### src/rtl/assoc_cache_controller.sv
// N-way set-associative cache controller: lookup, read-miss refill, write-through, round-robin victims.
// Read hit responds two cycles after accept; misses and writes respond one cycle after mem_ack.
module assoc_cache_controller #(
    parameter int ADDR_W      = 32,
    parameter int DATA_W      = 8,
    parameter int OFFSET_BITS = 6,
    parameter int INDEX_BITS  = 2,
    parameter int WAYS        = 2,
    parameter int CNT_W       = 16
) (
    input  logic              clk,
    input  logic              rst,
    input  logic              flush,
    input  logic              req_valid,
    output logic              req_ready,
    input  logic [ADDR_W-1:0] req_addr,
    input  logic              req_we,
    input  logic [DATA_W-1:0] req_wdata,
    output logic              resp_valid,
    output logic              resp_hit,
    output logic [DATA_W-1:0] resp_rdata,
    output logic              mem_req,
    output logic              mem_we,
    output logic [ADDR_W-1:0] mem_addr,
    output logic [DATA_W-1:0] mem_wdata,
    input  logic              mem_ack,
    input  logic [DATA_W-1:0] mem_rdata,
    output logic [CNT_W-1:0]  hit_count,
    output logic [CNT_W-1:0]  miss_count
);
    localparam int SETS  = 1 << INDEX_BITS;
    localparam int TAG_W = ADDR_W - OFFSET_BITS - INDEX_BITS;
    localparam int WAY_W = (WAYS > 1) ? $clog2(WAYS) : 1;

    localparam logic [2:0] S_IDLE   = 3'd0;
    localparam logic [2:0] S_LOOKUP = 3'd1;
    localparam logic [2:0] S_REFILL = 3'd2;
    localparam logic [2:0] S_WTHRU  = 3'd3;
    localparam logic [2:0] S_RESP   = 3'd4;

    logic [2:0]        state_q, state_d;
    logic [ADDR_W-1:0] addr_q, addr_d;
    logic              we_q, we_d;
    logic [DATA_W-1:0] wdata_q, wdata_d;
    logic [WAYS-1:0]   valid_q [SETS];
    logic [WAYS-1:0]   valid_d [SETS];
    logic [WAY_W-1:0]  vptr_q [SETS];
    logic [WAY_W-1:0]  vptr_d [SETS];
    logic [TAG_W-1:0]  tag_q [SETS][WAYS];
    logic [TAG_W-1:0]  tag_d [SETS][WAYS];
    logic [DATA_W-1:0] data_q [SETS][WAYS];
    logic [DATA_W-1:0] data_d [SETS][WAYS];
    logic [CNT_W-1:0]  hit_cnt_q, hit_cnt_d, miss_cnt_q, miss_cnt_d;
    logic              resp_valid_q, resp_valid_d, resp_hit_q, resp_hit_d;
    logic [DATA_W-1:0] resp_rdata_q, resp_rdata_d;
    logic              mem_req_q, mem_req_d, mem_we_q, mem_we_d;
    logic [ADDR_W-1:0] mem_addr_q, mem_addr_d;
    logic [DATA_W-1:0] mem_wdata_q, mem_wdata_d;

    logic [INDEX_BITS-1:0] idx;
    logic [TAG_W-1:0]      tag;
    logic                  hit, victim_from_ptr;
    logic [WAY_W-1:0]      hit_way, victim_way;

    function automatic logic [CNT_W-1:0] sat_inc(input logic [CNT_W-1:0] v);
        return (v == {CNT_W{1'b1}}) ? v : v + CNT_W'(1);
    endfunction

    assign idx = addr_q[OFFSET_BITS +: INDEX_BITS];
    assign tag = addr_q[ADDR_W-1 -: TAG_W];

    // Victim prefers the lowest invalid way; the pointer is only consulted when the set is full.
    always_comb begin
        hit             = 1'b0;
        hit_way         = '0;
        victim_from_ptr = 1'b1;
        victim_way      = vptr_q[idx];
        for (int w = 0; w < WAYS; w++) begin
            if (valid_q[idx][w] && (tag_q[idx][w] == tag)) begin
                hit     = 1'b1;
                hit_way = WAY_W'(w);
            end
        end
        for (int w = WAYS - 1; w >= 0; w--) begin
            if (!valid_q[idx][w]) begin
                victim_from_ptr = 1'b0;
                victim_way      = WAY_W'(w);
            end
        end
    end

    always_comb begin
        state_d      = state_q;
        addr_d       = addr_q;
        we_d         = we_q;
        wdata_d      = wdata_q;
        valid_d      = valid_q;
        vptr_d       = vptr_q;
        tag_d        = tag_q;
        data_d       = data_q;
        hit_cnt_d    = hit_cnt_q;
        miss_cnt_d   = miss_cnt_q;
        resp_valid_d = 1'b0;
        resp_hit_d   = resp_hit_q;
        resp_rdata_d = resp_rdata_q;
        mem_req_d    = mem_req_q;
        mem_we_d     = mem_we_q;
        mem_addr_d   = mem_addr_q;
        mem_wdata_d  = mem_wdata_q;
        case (state_q)
            S_IDLE: begin
                if (flush) begin
                    for (int s = 0; s < SETS; s++) begin
                        valid_d[s] = '0;
                        vptr_d[s]  = '0;
                    end
                end else if (req_valid) begin
                    addr_d  = req_addr;
                    we_d    = req_we;
                    wdata_d = req_wdata;
                    state_d = S_LOOKUP;
                end
            end
            S_LOOKUP: begin
                resp_hit_d = hit;
                if (hit) hit_cnt_d = sat_inc(hit_cnt_q);
                else     miss_cnt_d = sat_inc(miss_cnt_q);
                if (hit && !we_q) begin
                    resp_rdata_d = data_q[idx][hit_way];
                    resp_valid_d = 1'b1;
                    state_d      = S_RESP;
                end else begin
                    mem_req_d   = 1'b1;
                    mem_we_d    = we_q;
                    mem_addr_d  = {addr_q[ADDR_W-1:OFFSET_BITS], {OFFSET_BITS{1'b0}}};
                    mem_wdata_d = wdata_q;
                    if (hit) data_d[idx][hit_way] = wdata_q;
                    state_d = we_q ? S_WTHRU : S_REFILL;
                end
            end
            S_REFILL: begin
                if (mem_ack) begin
                    tag_d[idx][victim_way]   = tag;
                    data_d[idx][victim_way]  = mem_rdata;
                    valid_d[idx][victim_way] = 1'b1;
                    if (victim_from_ptr) begin
                        vptr_d[idx] = (vptr_q[idx] == WAY_W'(WAYS - 1)) ? '0 : vptr_q[idx] + WAY_W'(1);
                    end
                    resp_rdata_d = mem_rdata;
                    mem_req_d    = 1'b0;
                    resp_valid_d = 1'b1;
                    state_d      = S_RESP;
                end
            end
            S_WTHRU: begin
                if (mem_ack) begin
                    resp_rdata_d = '0;
                    mem_req_d    = 1'b0;
                    mem_we_d     = 1'b0;
                    resp_valid_d = 1'b1;
                    state_d      = S_RESP;
                end
            end
            S_RESP:  state_d = S_IDLE;
            default: state_d = S_IDLE;
        endcase
    end

    always_ff @(posedge clk) begin
        if (rst) begin
            state_q      <= S_IDLE;
            addr_q       <= '0;
            we_q         <= 1'b0;
            wdata_q      <= '0;
            for (int s = 0; s < SETS; s++) begin
                valid_q[s] <= '0;
                vptr_q[s]  <= '0;
            end
            hit_cnt_q    <= '0;
            miss_cnt_q   <= '0;
            resp_valid_q <= 1'b0;
            resp_hit_q   <= 1'b0;
            resp_rdata_q <= '0;
            mem_req_q    <= 1'b0;
            mem_we_q     <= 1'b0;
            mem_addr_q   <= '0;
            mem_wdata_q  <= '0;
        end else begin
            state_q      <= state_d;
            addr_q       <= addr_d;
            we_q         <= we_d;
            wdata_q      <= wdata_d;
            valid_q      <= valid_d;
            vptr_q       <= vptr_d;
            hit_cnt_q    <= hit_cnt_d;
            miss_cnt_q   <= miss_cnt_d;
            resp_valid_q <= resp_valid_d;
            resp_hit_q   <= resp_hit_d;
            resp_rdata_q <= resp_rdata_d;
            mem_req_q    <= mem_req_d;
            mem_we_q     <= mem_we_d;
            mem_addr_q   <= mem_addr_d;
            mem_wdata_q  <= mem_wdata_d;
        end
    end

    // Tag and data storage carry no reset; valid bits alone decide residency.
    always_ff @(posedge clk) begin
        tag_q  <= tag_d;
        data_q <= data_d;
    end

    assign req_ready  = (state_q == S_IDLE) && !flush;
    assign resp_valid = resp_valid_q;
    assign resp_hit   = resp_hit_q;
    assign resp_rdata = resp_rdata_q;
    assign mem_req    = mem_req_q;
    assign mem_we     = mem_we_q;
    assign mem_addr   = mem_addr_q;
    assign mem_wdata  = mem_wdata_q;
    assign hit_count  = hit_cnt_q;
    assign miss_count = miss_cnt_q;
endmodule

### config.mk
export PLATFORM = sky130hd
export DESIGN_NAME = assoc_cache_controller
export DESIGN_NICKNAME = d
export VERILOG_FILES = /design/src/rtl/assoc_cache_controller.sv
export SDC_FILE = /design/constraint.sdc
export NUM_CORES = 1
export LEC_CHECK = 0
export CORE_MARGIN = 5
export CORE_UTILIZATION = 43
export CTS_BUF_LIST = sky130_fd_sc_hd__clkbuf_16
export DETAILED_ROUTE_END_ITERATION = 12
export PLACE_DENSITY = 0.66
export SYNTH_ARGS = -nofsm -noshare
export SYNTH_HDL_FRONTEND = slang
export SYNTH_SLANG_ARGS = --single-unit
### constraint.sdc
create_clock -name clk -period 4.3 [get_ports clk]
set_input_delay 0.645 -clock clk [delete_from_list [all_inputs] [get_ports clk]]
set_output_delay 0.645 -clock clk [all_outputs]
set_load 0.005 [all_outputs]
# Yosys cells after proc, flatten, opt, wreduce, memory -nomap -nowiden
# Index checks and enable logic that the tools add are counted.
[totals] ff_bits=390 in_bits=54 wordCells=177
[classes] n_addsub=3 magnitude_cmp=8 n_eq_ne=17 n_mux=74 bitwise=9 n_reduce_logical=29
[ops] cell="192-bit bitwise mux" count=1
[ops] cell="64-bit two-way mux" count=3
[ops] cell="48-bit two-way mux" count=3
[ops] cell="64-bit bitwise mux" count=2
[ops] cell="64-bit case mux with 2 select lines" count=1
[ops] cell="48-bit binary-select mux with 2-bit select" count=1
[ops] cell="48-bit demux with 2-bit select" count=1
[ops] cell="8-bit two-way mux" count=10
[ops] cell="16-bit demux with 2-bit select" count=2
[ops] cell="16-bit two-way mux" count=4
[ops] cell="24-bit equality test" count=2
[ops] cell="16-bit by 1-bit adder with 16-bit output, second input constant" count=2
[ops] cell="16-bit binary-select mux with 2-bit select" count=1
[ops] cell="16-bit equality test, second input constant" count=2
[ops] cell="24-bit demux with 1-bit select" count=1
[ops] cell="24-bit two-way mux" count=1
[ops] cell="8-bit case mux with 3 select lines" count=1
[ops] cell="3-bit AND reduction" count=7
[ops] cell="1-bit two-way mux" count=18
[ops] cell="2-bit != test, second input constant" count=9
[ops] cell="8-bit demux with 1-bit select" count=2
[ops] cell="8-bit case mux with 2 select lines" count=1
[ops] cell="3-bit two-way mux" count=4
[ops] cell="4-bit two-way mux" count=3
[ops] cell="32 further kinds" count=58

# Depth between registers and ports, before layout
# Gate-level depths: netlist of the first run.
[logic_depth] word_depth=18 mapped_depth=14 mapped_depth_nobuf=8

# Worst setup path before layout of the first run
# OpenSTA, ideal clock, no wires.
[synth_timing] path_kind="register to register" from="register addr_q[6] (netlist name)" to="register tag_q[24] (netlist bit), enable pin" t_arrival_ns=3.545 required_ns=3.895 slack_ns=0.350 path_stages_with_launch=10 n_path_buf=7 cell_sequence="dfxtp_1 buf_6 buf_6 buf_2 buf_2 buf_2 clkbuf_1 clkbuf_1 nand3_1 nor2_1"
[synth_lines] element="end signal, assigned" line="209" text="tag_q <= tag_d;"
[synth_lines] element="end, declared" line="49" text="logic [TAG_W-1:0] tag_q [SETS][WAYS];"

# Worst setup path after layout of the first run
[layout_timing] from="register addr_q[6]" to="register mem_addr_q[21] (netlist: mem_addr[21])"
[layout_between] elab_chain_cells=11 word_cells_on_any_way=16 classes_between="eq/ne: 2; mux: 8; bitwise: 2; reduce/logical: 4"
[layout_rtl] element="start, declared" line="42" text="logic [ADDR_W-1:0] addr_q, addr_d;"
[layout_rtl] element="start signal, assigned" line="190" text="addr_q <= addr_d;"
[layout_rtl] element="2-bit NOT with 3-bit output (implied by the code) (*)" line="79" text="if (valid_q[idx][w] && (tag_q[idx][w] == tag)) begin"
[layout_rtl] element="48-bit binary-select mux with 2-bit select" line="79"
[layout_rtl] element="48-bit two-way mux (implied by the code) (2 in a row)" line="79"
[layout_rtl] element="24-bit equality test" line="79"
[layout_rtl] element="1-bit logical AND" line="79"
[layout_rtl] element="1-bit two-way mux" line="79"
[layout_rtl] element="1-bit two-way mux (*)" line="79"
[layout_rtl] element="1-bit logical AND (*)" line="128" text="if (hit && !we_q) begin"
[layout_rtl] element="1-bit NOT (no line) (*)"
[layout_rtl] element="2-bit AND reduction (no line) (*)"
[layout_rtl] element="end signal, assigned" line="202" text="mem_addr_q <= mem_addr_d;"
[layout_rtl] element="end, declared" line="57" text="logic [ADDR_W-1:0] mem_addr_q, mem_addr_d;"
# Mark *: on every way between the ends. The rest lies on a longest branch, timed or not. The select of a mux whose other input is x is not followed.
# A chain may end at the register's enable or synchronous reset.

==> reports/qor.csv, run 1 <==
stage,metric,value,unit
timing,final period utilization,92.8,%
drt,DR pass1 iterations,7,
power,Total Power,8.53,mW
drt,drt first-iter violations,890,
drt,WL/cell,20.8,um
worst_setup_path,Worst R2R Start,addr_q[6]$_SDFFE_PP0P_,
synthesis,Yosys warning count,0,
final_layout,layout cells sized above 1,11.9,%
power,Pleak,6.40,nW
clock_tree,# H-tree levels,2,
synthesis,Synth Area per Inst,12.7,um2
timing,Slew @ Worst Pin,1.23,ns
worst_setup_path,Startpoint Class,flop,
grt,largest net degree at the start of global routing,79,
synthesis,dominant cell type by area after synthesis,edfxtp_1,
die,Die W,206,um
die,initial core utilization,43.6,%
timing,PnR worst setup slack,0.308,ns
grt,Total Routing Usage GR,19.3,%
clock_tree,Clock Path Buffers,3,
synthesis,"EDFF count, synth",256,
synthesis,Synth Flop Type,edfxtp_1,
place,"Cell Area, Placed",18500,um2
clock_tree,CTS Hold Bufs,0,
worst_setup_path,R2R setup slack,0.31,ns
synthesis,"top cells by count, synth","256 x edfxtp_1, 141 x nand2_1, 128 x dfxtp_1",
synthesis,"Async S/R FF share, synth",0,%
die,die footprint,42300,um2
grt,first-pass GRT wire length,63600,um
place,port bufs,126,
place,pre-CTS setup slack,0.268,ns
final_layout,area delta synth->final,20.2,%
clock_tree,Root Buffer Master,clkbuf_16,
min_path,min-delay worst type,reg2reg,
clock_tree,post-CTS setup repair buffer count,0,
place,GP Congestion,0.822,
drt,number of remaining DRC errors,0,
drt,Vias/cell,5.60,
timing,min Tclk post-route,3.99,ns
timing,setup TNS,0,ns
worst_setup_path,CP Data Arrival Time,4.39,ns
min_path,hold path endpoint,mem_req$_SDFFE_PP0P_,
grt,initial antenna violation count,1,
final_layout,nets,1498,
worst_setup_path,CP required,4.70,ns
clock_tree,number of buffers created by CTS,42,
run_status,status,finished clean,
synthesis,"count leader, synth",edfxtp_1,
clock_tree,Clock transition at path regs,0.06,ns
final_layout,Finished Cell Area,19800,um2
place,HPWL Detailed,27400,um
synthesis,"FF+latch count, synth",384,
min_path,Hold Path Stages,2,
clock_tree,post_cts resized,0,
final_layout,fin util,52.4,%
power,Cell Pwr Density,431,nW/um2
final_layout,Antenna Cells,0,
timing,final hold violation count,0,
synthesis,Post-Synthesis Cells,1300,
worst_setup_path,slowest CP cell,or4_1,
power,worst vdd ir,0.304,mV
final_layout,# fillers,3205,
timing,unrepaired setup endpoints after global routing,false,
worst_setup_path,worst-path cell chain,"mux4_1, xnor2_1, and4_1, nand3_1, or4_1, o221ai_4, buf_12, mux2i_1, nor2_1",
min_path,hold path startpoint,mem_req$_SDFFE_PP0P_,
job,Max Cap Violations,0,
grt,vias in the first global route,11000,
drt,ANT nets after route,0,
grt,total gr overflow,0,
synthesis,register area share after synthesis,62.2,%
die,Core Area,37800,um2
drt,Routed WL,41400,um
timing,endpoints failing setup,0,
worst_setup_path,CP Max Fanout,37,
synthesis,post-synth top area share,46.7,%
synthesis,Unique masters post-synth,66,
clock_tree,clk sink count,384,
worst_setup_path,crit path kind,reg2reg,
worst_setup_path,R2R depth,9,
synthesis,synth top area cells,"edfxtp_1 47%, dfxtp_1 16%, mux4_2 5.6%, mux2i_1 5.2%, nand2_1 3.2%",
synthesis,"Cell Area, Synth",16500,um2
clock_tree,clock latency on the worst-skew pair,0.54,ns
drt,DR vias,11100,
timing,final worst clock skew,0.0101,ns
clock_tree,CTS tree,built,
timing,count of pins over their slew limit,0,
die,Die Span Y,206,um
worst_setup_path,RR Endpoint,mem_addr[21]$_SDFFE_PP0P_,
worst_setup_path,max incr delay on CP,0.83,ns
die,Rows,71,
timing,fmax,250,MHz
die,num ports,139,
worst_setup_path,endpoint type of the worst setup path,flop,
timing,relative slew slack,16.8,%
==> cells in the final DEF (no fill, tap or decap), drive strengths merged, types with 4 or more instances in the layout <==
cell type	count
a211oi	8
a21oi	76
a31oi	9
and2	4
and3	9
buf	51
clkbuf	45
clkdlybuf4s50	125
clkinv	15
conb	6
dfxtp	128
edfxtp	256
inv	30
mux2	9
mux2i	86
mux4	46
nand2	141
nand2b	6
nand3	48
nand4	20
nor2	91
nor2b	12
nor3	10
nor4	4
o2111ai	4
o21ai	39
o22ai	70
or2	5
or3	21
xnor2	47
xor2	8
==> flip-flops by register name (all words and copies together) (netlist names) <==
signal / cells
vptr_q: 4
hit_count: 16
mem_wdata: 8
addr_q: 26
miss_count: 16
wdata_q: 8
mem_req: 1
tag_q: 192
state_q: 3
resp_valid: 1
data_q: 64
valid_q: 8
resp_hit: 1
mem_addr: 26
mem_we: 1
resp_rdata: 8
we_q: 1
==> critical path: cells and delay by family, from the launching register on <==
family | cells | cell delay (ns)
buffers and inverters | 1 | 0.32
muxes | 2 | 0.86
DFF | 1 | 0.61
AOI/OAI and AO/OA | 1 | 0.31
xor gates and xnor gates | 1 | 0.35
and+or+nand+nor | 4 | 1.34
==> layer usage <==
| metal | up-vias | global-route usage [%] | part of all wire (%) |
|---|---|---|---|
| met5 | - | 0 | 0 |
| met4 | 0 | 4.64 | 1.9 |
| met3 | 55 | 3.26 | 7.2 |
| met2 | 402 | 31.3 | 47 |
| met1 | 5468 | 27.3 | 44 |
| li1 | 5190 | - | - |
==> area by class of cell <==
class | count | area [um2] | area share, %
clock buffers | 45 | 1130 | 5.69
clock inverters | 32 | 208 | 1.05
flip-flops and latches | 384 | 10300 | 51.8
inverters | 17 | 63.8 | 0.322
well taps | 511 | 639 | 3.23
multi-input cells | 821 | 5820 | 29.4
repair buffers | 176 | 1680 | 8.51
==> worst max-delay path by stage <==
stage	from	slack, ns	endpoint
2_1_floorplan	addr_q[6]$_SDFFE_PP0P_	0.35	tag_q[24]$_DFFE_PP_
3_3_place_gp	addr_q[6]$_SDFFE_PP0P_	0.35	mem_addr[25]$_SDFFE_PP0P_
3_5_place_dp	addr_q[6]$_SDFFE_PP0P_	0.27	mem_addr[19]$_SDFFE_PP0P_
4_1_cts	addr_q[6]$_SDFFE_PP0P_	0.24	mem_addr[19]$_SDFFE_PP0P_
5_1_grt	addr_q[6]$_SDFFE_PP0P_	0.01	mem_addr[19]$_SDFFE_PP0P_
6_report	addr_q[6]$_SDFFE_PP0P_	0.31	mem_addr[21]$_SDFFE_PP0P_
==> cell families (layout without fill, tap and decap cells) <==
family | after synthesis | in the layout | synth area share (%)
AO/OA/AOI/OAI | 236 | 236 | 8.93
buffers and inverters | 100 | 270 | 2.85
XOR/XNOR | 55 | 55 | 2.92
multiplexers | 141 | 141 | 12.2
other | 1 | 6 | 0.0228
flip-flops | 384 | 384 | 62.2
AND/OR/NAND/NOR | 381 | 381 | 10.6
adder cells (fa/ha/maj) | 2 | 2 | 0.152
==> per-stage QoR <==
| stage | std cells | hold WS, ns |
|---|---|---|
| 3_3_place_gp | 1909 | 0.445 |
| 2_1_floorplan | 1305 | 0.431 |
| 3_5_place_dp | 1909 | 0.454 |
| 5_1_grt | 1986 | 0.486 |
| 4_1_cts | 1986 | 0.462 |
| 6_report | 1986 | 0.458 |
==> power by group <==
group | switching, mW | internal, mW
registers | 0.112 | 4.02
logic | 0.545 | 0.388
clock network | 1.41 | 2.05
No activity file was read; power rests on OpenSTA's default activity.
==> run 2, diff against run 1 <==
--- a/config.mk
+++ b/config.mk
@@ -5,6 +5,7 @@
 export SDC_FILE = /design/constraint.sdc
 export NUM_CORES = 1
 export LEC_CHECK = 0
+export ABC_AREA = 1
 export CORE_MARGIN = 5
 export CORE_UTILIZATION = 43
 export CTS_BUF_LIST = sky130_fd_sc_hd__clkbuf_16
==> reports/qor.csv, run 2 <==
stage,metric,value,unit,change
clock_tree,CTS Hold Bufs,0,,unchanged
clock_tree,Clock transition at path regs,0.06,ns,about the same
power,sequential power share,41.3,%,-7.1 points
drt,drt first-iter violations,1077,,+21%
grt,initial antenna violation count,1,,unchanged
power,worst vdd ir,0.419,mV,+38%
clock_tree,CTS tree,built,,
grt,vias in the first global route,14100,,+28%
drt,WL/cell,19.1,um,-8.4%
die,Rows,74,,+4.2%
run_status,status,finished clean,,
die,num ports,139,,unchanged
timing,min Tclk post-route,3.85,ns,-0.144 ns
final_layout,"most common cell after layout, fill and taps aside",nand2_1,,
final_layout,max FFs per register,192,,unchanged
timing,final worst clock skew,0.0162,ns,+0.00616 ns
drt,DR pass1 iterations,7,,unchanged
power,Power Internal,7.20,mW,+11%
final_layout,most frequent cells in the layout,"814 x nand2_1, 256 x edfxtp_1, 162 x nor2_1",,
timing,count of pins over their slew limit,0,,unchanged
final_layout,Finished Layout Cells,2764,,+39%
timing,fmax,260,MHz,+3.8%
timing,endpoints failing setup,0,,unchanged
timing,setup TNS,0,ns,unchanged
grt,total gr overflow,0,,unchanged
synthesis,post-synth top area share,43.3,%,-3.4 points
min_path,min-delay worst type,reg2reg,,
timing,final hold violation count,0,,unchanged
timing,final period utilization,89.5,%,-3.4 points
final_layout,layout cells sized above 1,5.87,%,-6.1 points
final_layout,nets,2256,,+51%
place,DP Cell Count,2689,,+41%
worst_setup_path,R2R depth,19,,+10
synthesis,"top cells by count, synth","815 x nand2_1, 256 x edfxtp_1, 170 x nor2_1",,
timing,final hold slack,0.452,ns,-0.00617 ns
power,Total Power,11.0,mW,+29%
grt,Total Routing Usage GR,22.8,%,+3.5 points
timing,relative slew slack,26.9,%,+10 points
power,clock share of power,31.7,%,-9.0 points
power,Cell Pwr Density,525,nW/um2,+22%
clock_tree,clock latency on the worst-skew pair,0.56,ns,+0.02 ns
drt,DR vias,14700,,+32%
clock_tree,Clock Path Buffers,3,,unchanged
worst_setup_path,endpoint type of the worst setup path,flop,,
die,initial core utilization,43.5,%,-0.13 points
clock_tree,post-CTS setup repair buffer count,0,,unchanged
place,port bufs,126,,unchanged
grt,first-pass GRT wire length,80600,um,+27%
final_layout,area delta synth->final,17.5,%,
synthesis,Unique masters post-synth,39,,-41%
worst_setup_path,CP Max Fanout,18,,-51%
power,sw power,3.77,mW,+82%
synthesis,"Async S/R FF share, synth",0,%,unchanged
clock_tree,# H-tree levels,2,,unchanged
final_layout,"Most flops, register",tag_q,,
job,Max Cap Violations,0,,unchanged
die,Core Area,40800,um2,+8.1%
synthesis,Yosys warning count,0,,unchanged
worst_setup_path,crit path kind,reg2reg,,
clock_tree,number of buffers created by CTS,41,,-2.4%
timing,Slew @ Worst Pin,1.09,ns,-0.142 ns
final_layout,largest registers,"tag_q: 192 flops, data_q: 64 flops",,
synthesis,Post-Synthesis Cells,2074,,+60%
final_layout,fin util,51.1,%,-1.3 points
final_layout,Antenna Cells,0,,unchanged
die,Die W,213,um,+3.7%
die,die footprint,45500,um2,+7.5%
final_layout,Finished Cell Area,20900,um2,+5.5%
timing,unrepaired setup endpoints after global routing,false,,
synthesis,Synth Flop Type,edfxtp_1,,
synthesis,dominant cell type by area after synthesis,edfxtp_1,,
synthesis,"count leader, synth",nand2_1,,
timing,PnR worst setup slack,0.452,ns,+0.144 ns
synthesis,register area share after synthesis,57.7,%,-4.5 points
power,switching share of power,34.4,%,+10 points
synthesis,synth top area cells,"edfxtp_1 43%, nand2_1 17%, dfxtp_1 14%, nor2_1 3.6%, a21oi_1 3.2%",,
die,Die Span Y,213,um,+3.7%
synthesis,"FF+latch count, synth",384,,unchanged
final_layout,# fillers,3742,,+17%
place,"Cell Area, Placed",19600,um2,+6.0%
drt,number of remaining DRC errors,0,,unchanged
drt,Vias/cell,5.32,,-5.0%
clock_tree,post_cts resized,0,,unchanged
grt,largest net degree at the start of global routing,65,,-18%
place,GP Congestion,0.900,,+9.5%
worst_setup_path,CP required,4.56,ns,-0.14 ns
synthesis,Synth Area per Inst,8.56,um2,-32%
synthesis,"Cell Area, Synth",17800,um2,+7.8%
min_path,Hold Path Stages,2,,unchanged
worst_setup_path,CP Data Arrival Time,4.11,ns,-0.28 ns
clock_tree,Root Buffer Master,clkbuf_16,,
power,Logic pwr share,27.0,%,+16 points
place,pre-CTS setup slack,0.541,ns,+0.273 ns
place,HPWL Detailed,35300,um,+29%
synthesis,"EDFF count, synth",256,,unchanged
drt,ANT nets after route,0,,unchanged
clock_tree,clk sink count,384,,unchanged
worst_setup_path,Startpoint Class,flop,,
power,Pleak,8.16,nW,+27%
drt,Routed WL,52700,um,+27%
==> run 2: cells by family (layout without fill, tap and decap cells) <==
logic type	after synthesis	count (layout)	synth area share (%)
simple gates	1161	1161	26.4
other cells	1	6	0.0211
buf+inv	238	391	5.97
compound gates	265	265	8.68
flops	384	384	57.7
xor+xnor	23	23	1.13
fa+ha+maj	2	2	0.141
==> run 2: per-layer routing <==
layer / GRT usage [%] / part of all wire, % / up-vias
met1: 31.7 / 44 / 6935
met5: 0 / 0.021 / -
met2: 36.4 / 46 / 532
li1: - / - / 7155
met3: 5.42 / 8.4 / 74
met4: 5.96 / 1.9 / 2
==> run 2: area by class of cell <==
cell class / instances / area, um2 / share of cell area, %
Tap cell: 532 / 666 / 3.19
Multi-Input combinational cell: 1457 / 6490 / 31.1
Timing Repair Buffer: 164 / 1580 / 7.56
Clock inverter: 33 / 259 / 1.24
Clock buffer: 42 / 1050 / 5.03
Sequential cell: 384 / 10300 / 49.1
Inverter: 152 / 573 / 2.74
==> run 2: power groups by stage <==
stage / combinational, mW / clock, mW / sequential [mW]
floorplan: 1.99 / 0 / 4.50
global placement: 2.91 / 0 / 4.59
detailed placement: 2.93 / 0 / 4.60
CTS: 2.95 / 3.54 / 4.53
global route: 3.31 / 3.69 / 4.57
finish: 2.96 / 3.48 / 4.53
==> run 2: worst paths after layout <==
check	from	end	slack [ns]
hold / removal	valid_q[1]$_SDFFE_PP0P_	valid_q[1]$_SDFFE_PP0P_	0.45
setup / recovery	addr_q[7]$_SDFFE_PP0P_	data_q[52]$_DFFE_PP_	0.45
hold reg to reg	valid_q[1]$_SDFFE_PP0P_	valid_q[1]$_SDFFE_PP0P_	0.45
setup reg to reg	addr_q[7]$_SDFFE_PP0P_	data_q[52]$_DFFE_PP_	0.45
==> run 2: critical path, cell delays in order (launching register included) <==
cell	delay [ns]
dfxtp_2	0.52
inv_2	0.12
nor2_4	0.47
nand2_1	0.11
nand4_1	0.31
nand2_1	0.08
inv_1	0.06
nand2_1	0.08
nor2_1	0.11
nand2_1	0.07
nor2_1	0.12
nand2_2	0.10
buf_4	0.22
inv_1	0.07
buf_4	0.19
nand2_1	0.30
nand2_1	0.14
o21ai_0	0.09
nor2_1	0.13
buf_4	0.22
==> variant (settings of run 1) <==
Put one more register stage on the output `miss_count`, cleared by the reset. The value now appears one clock later. The other outputs are not delayed to match.
--- a/src/rtl/assoc_cache_controller.sv
+++ b/src/rtl/assoc_cache_controller.sv
@@ -219,6 +219,12 @@
     assign mem_addr   = mem_addr_q;
     assign mem_wdata  = mem_wdata_q;
     assign hit_count  = hit_cnt_q;
-    assign miss_count = miss_cnt_q;
+    always_ff @(posedge clk) begin
+        if (rst) begin
+            miss_count <= '0;
+        end else begin
+            miss_count <= miss_cnt_q;
+        end
+    end
 endmodule
 
Check against the original RTL: not equivalent (Yosys sat finds a counterexample within 4 cycles, from zero or initial values and one cycle with rst high).
==> variant against run 1 <==
Non-clock buffer count grew 3. Sequential share of layout area grew 1.5 points. Sequential cell count grew 16. Clock power shrank 3%. First-iteration DRC count shrank 16%. Die area grew 0.19%. Total power shrank 5.0%. Worst hold slack gained 0.0077 ns. Count of clock-buffer cells in the layout shrank 4. Largest cell class unchanged. Largest power group unchanged. Critical path depth grew 3. Setup slack gained 0.15 ns. Wire length shrank 6.9%. Cell area grew 0.30%. Area after synthesis grew 0.20%.
==> variant: results (changes against run 1) <==
metric,value,unit,change
drive_above_1_share,0.132,,+0.0124
grt_pass1_wl,59.9,mm,-5.8%
skew,0.0159,ns,+0.00585 ns
dp_hpwl,24.7,mm,-9.8%
fillers,3193,,-0.37%
buffers_excl_clock,179,,+1.7%
vias_per_cell,5.46,,-2.4%
critPathTopFamily,compound AO/OA/AOI/OAI gates,,
finalNonFillerCells,1947,,-2.0%
pre_cts_ws,0.492,ns,+0.225 ns
vdd_drop_max,0.000316,V,+4.0%
status,finished clean,,
regArea,10600,um2,+3.1%
ys_top_cells_by_count,"edfxtp_1, dfxtp_1, nand2_1, nor2_1, mux2i_1",,
antenna_found_initial,2,,+1
yosysUniqueCellTypes,61,,-7.6%
slowest_delay,0.71,ns,-0.12 ns
max_slew_margin,0.281,,+0.113
inv_count,11,,-6
synth_area_per_cell,13.2,um2,+4.0%
nMultiInputCombCells,769,,-6.3%
wl_per_cell,19.8,um,-5.1%
bufAreaShareNonClock,0.0872,,+0.00214
dr.pass1.iters,5,,-2
grt_start_max_net_pins,102,,+29%
gp_congestion,0.813,,-1.1%
yosysSeqAreaShare,0.640,,+0.0182
grt_pass1_vias,10600,,-2.9%
fin_nets,1458,,-2.7%
cts_buffers,41,,-2.4%
crit_fanout,34,,-8.1%
clkCellAreaFrac,0.0645,,-0.00285
n_antenna_cell,1,,+1
cp_slowest_cell,dfxtp_4,,
-- variant: per-layer routing --
layer  routed length, um  vias to the layer above  track usage
li1                    -                     4945            -
met4                 980                        2       0.0570
met1               16800                     5261        0.253
met3                2790                       75       0.0380
met2               17900                      348        0.284
met5                  20                        -            0
-- variant: metrics by stage --
| stage | utilization | total power, mW | cell area, um2 | hold slack [ns] |
|---|---|---|---|---|
| 2_1_floorplan | - | 4.59 | 16500 | 0.431 |
| 3_3_place_gp | 0.492 | 4.80 | 18600 | 0.448 |
| 3_5_place_dp | 0.492 | 4.80 | 18600 | 0.459 |
| 4_1_cts | 0.526 | 8.17 | 19900 | 0.470 |
| 5_1_grt | 0.526 | 8.39 | 19900 | 0.494 |
| 6_report | 0.526 | 8.10 | 19900 | 0.466 |
-- variant: worst paths after layout --
kind                                  endpoint  cells past startpoint  slack (ns)            from
worst max-delay path              mem_addr[15]                     12        0.46       addr_q[7]
worst min-delay path            miss_count[15]                      2        0.47  miss_cnt_q[15]
worst max register to register    mem_addr[15]                     12        0.46       addr_q[7]
worst min register to register  miss_count[15]                      2        0.47  miss_cnt_q[15]
-- variant: logic make-up (layout without fill, tap and decap cells) --
| kind of cell | after synthesis | after routing | synth area share |
|---|---|---|---|
| buffers and inverters | 88 | 266 | 0.0256 |
| xor gates and xnor gates | 75 | 75 | 0.0398 |
| other | 1 | 7 | 0.000227 |
| muxes | 139 | 139 | 0.124 |
| AOI/OAI and AO/OA | 177 | 177 | 0.0665 |
| adders and majority gates | 2 | 2 | 0.00152 |
| DFF | 400 | 400 | 0.640 |
| and+or+nand+nor | 370 | 370 | 0.102 |
-- variant: power by group --
group	switching, mW	total, mW	internal [mW]
Sequential	0.0803	4.19	4.11
Combinational	0.288	0.527	0.239
Clock	1.46	3.38	1.92
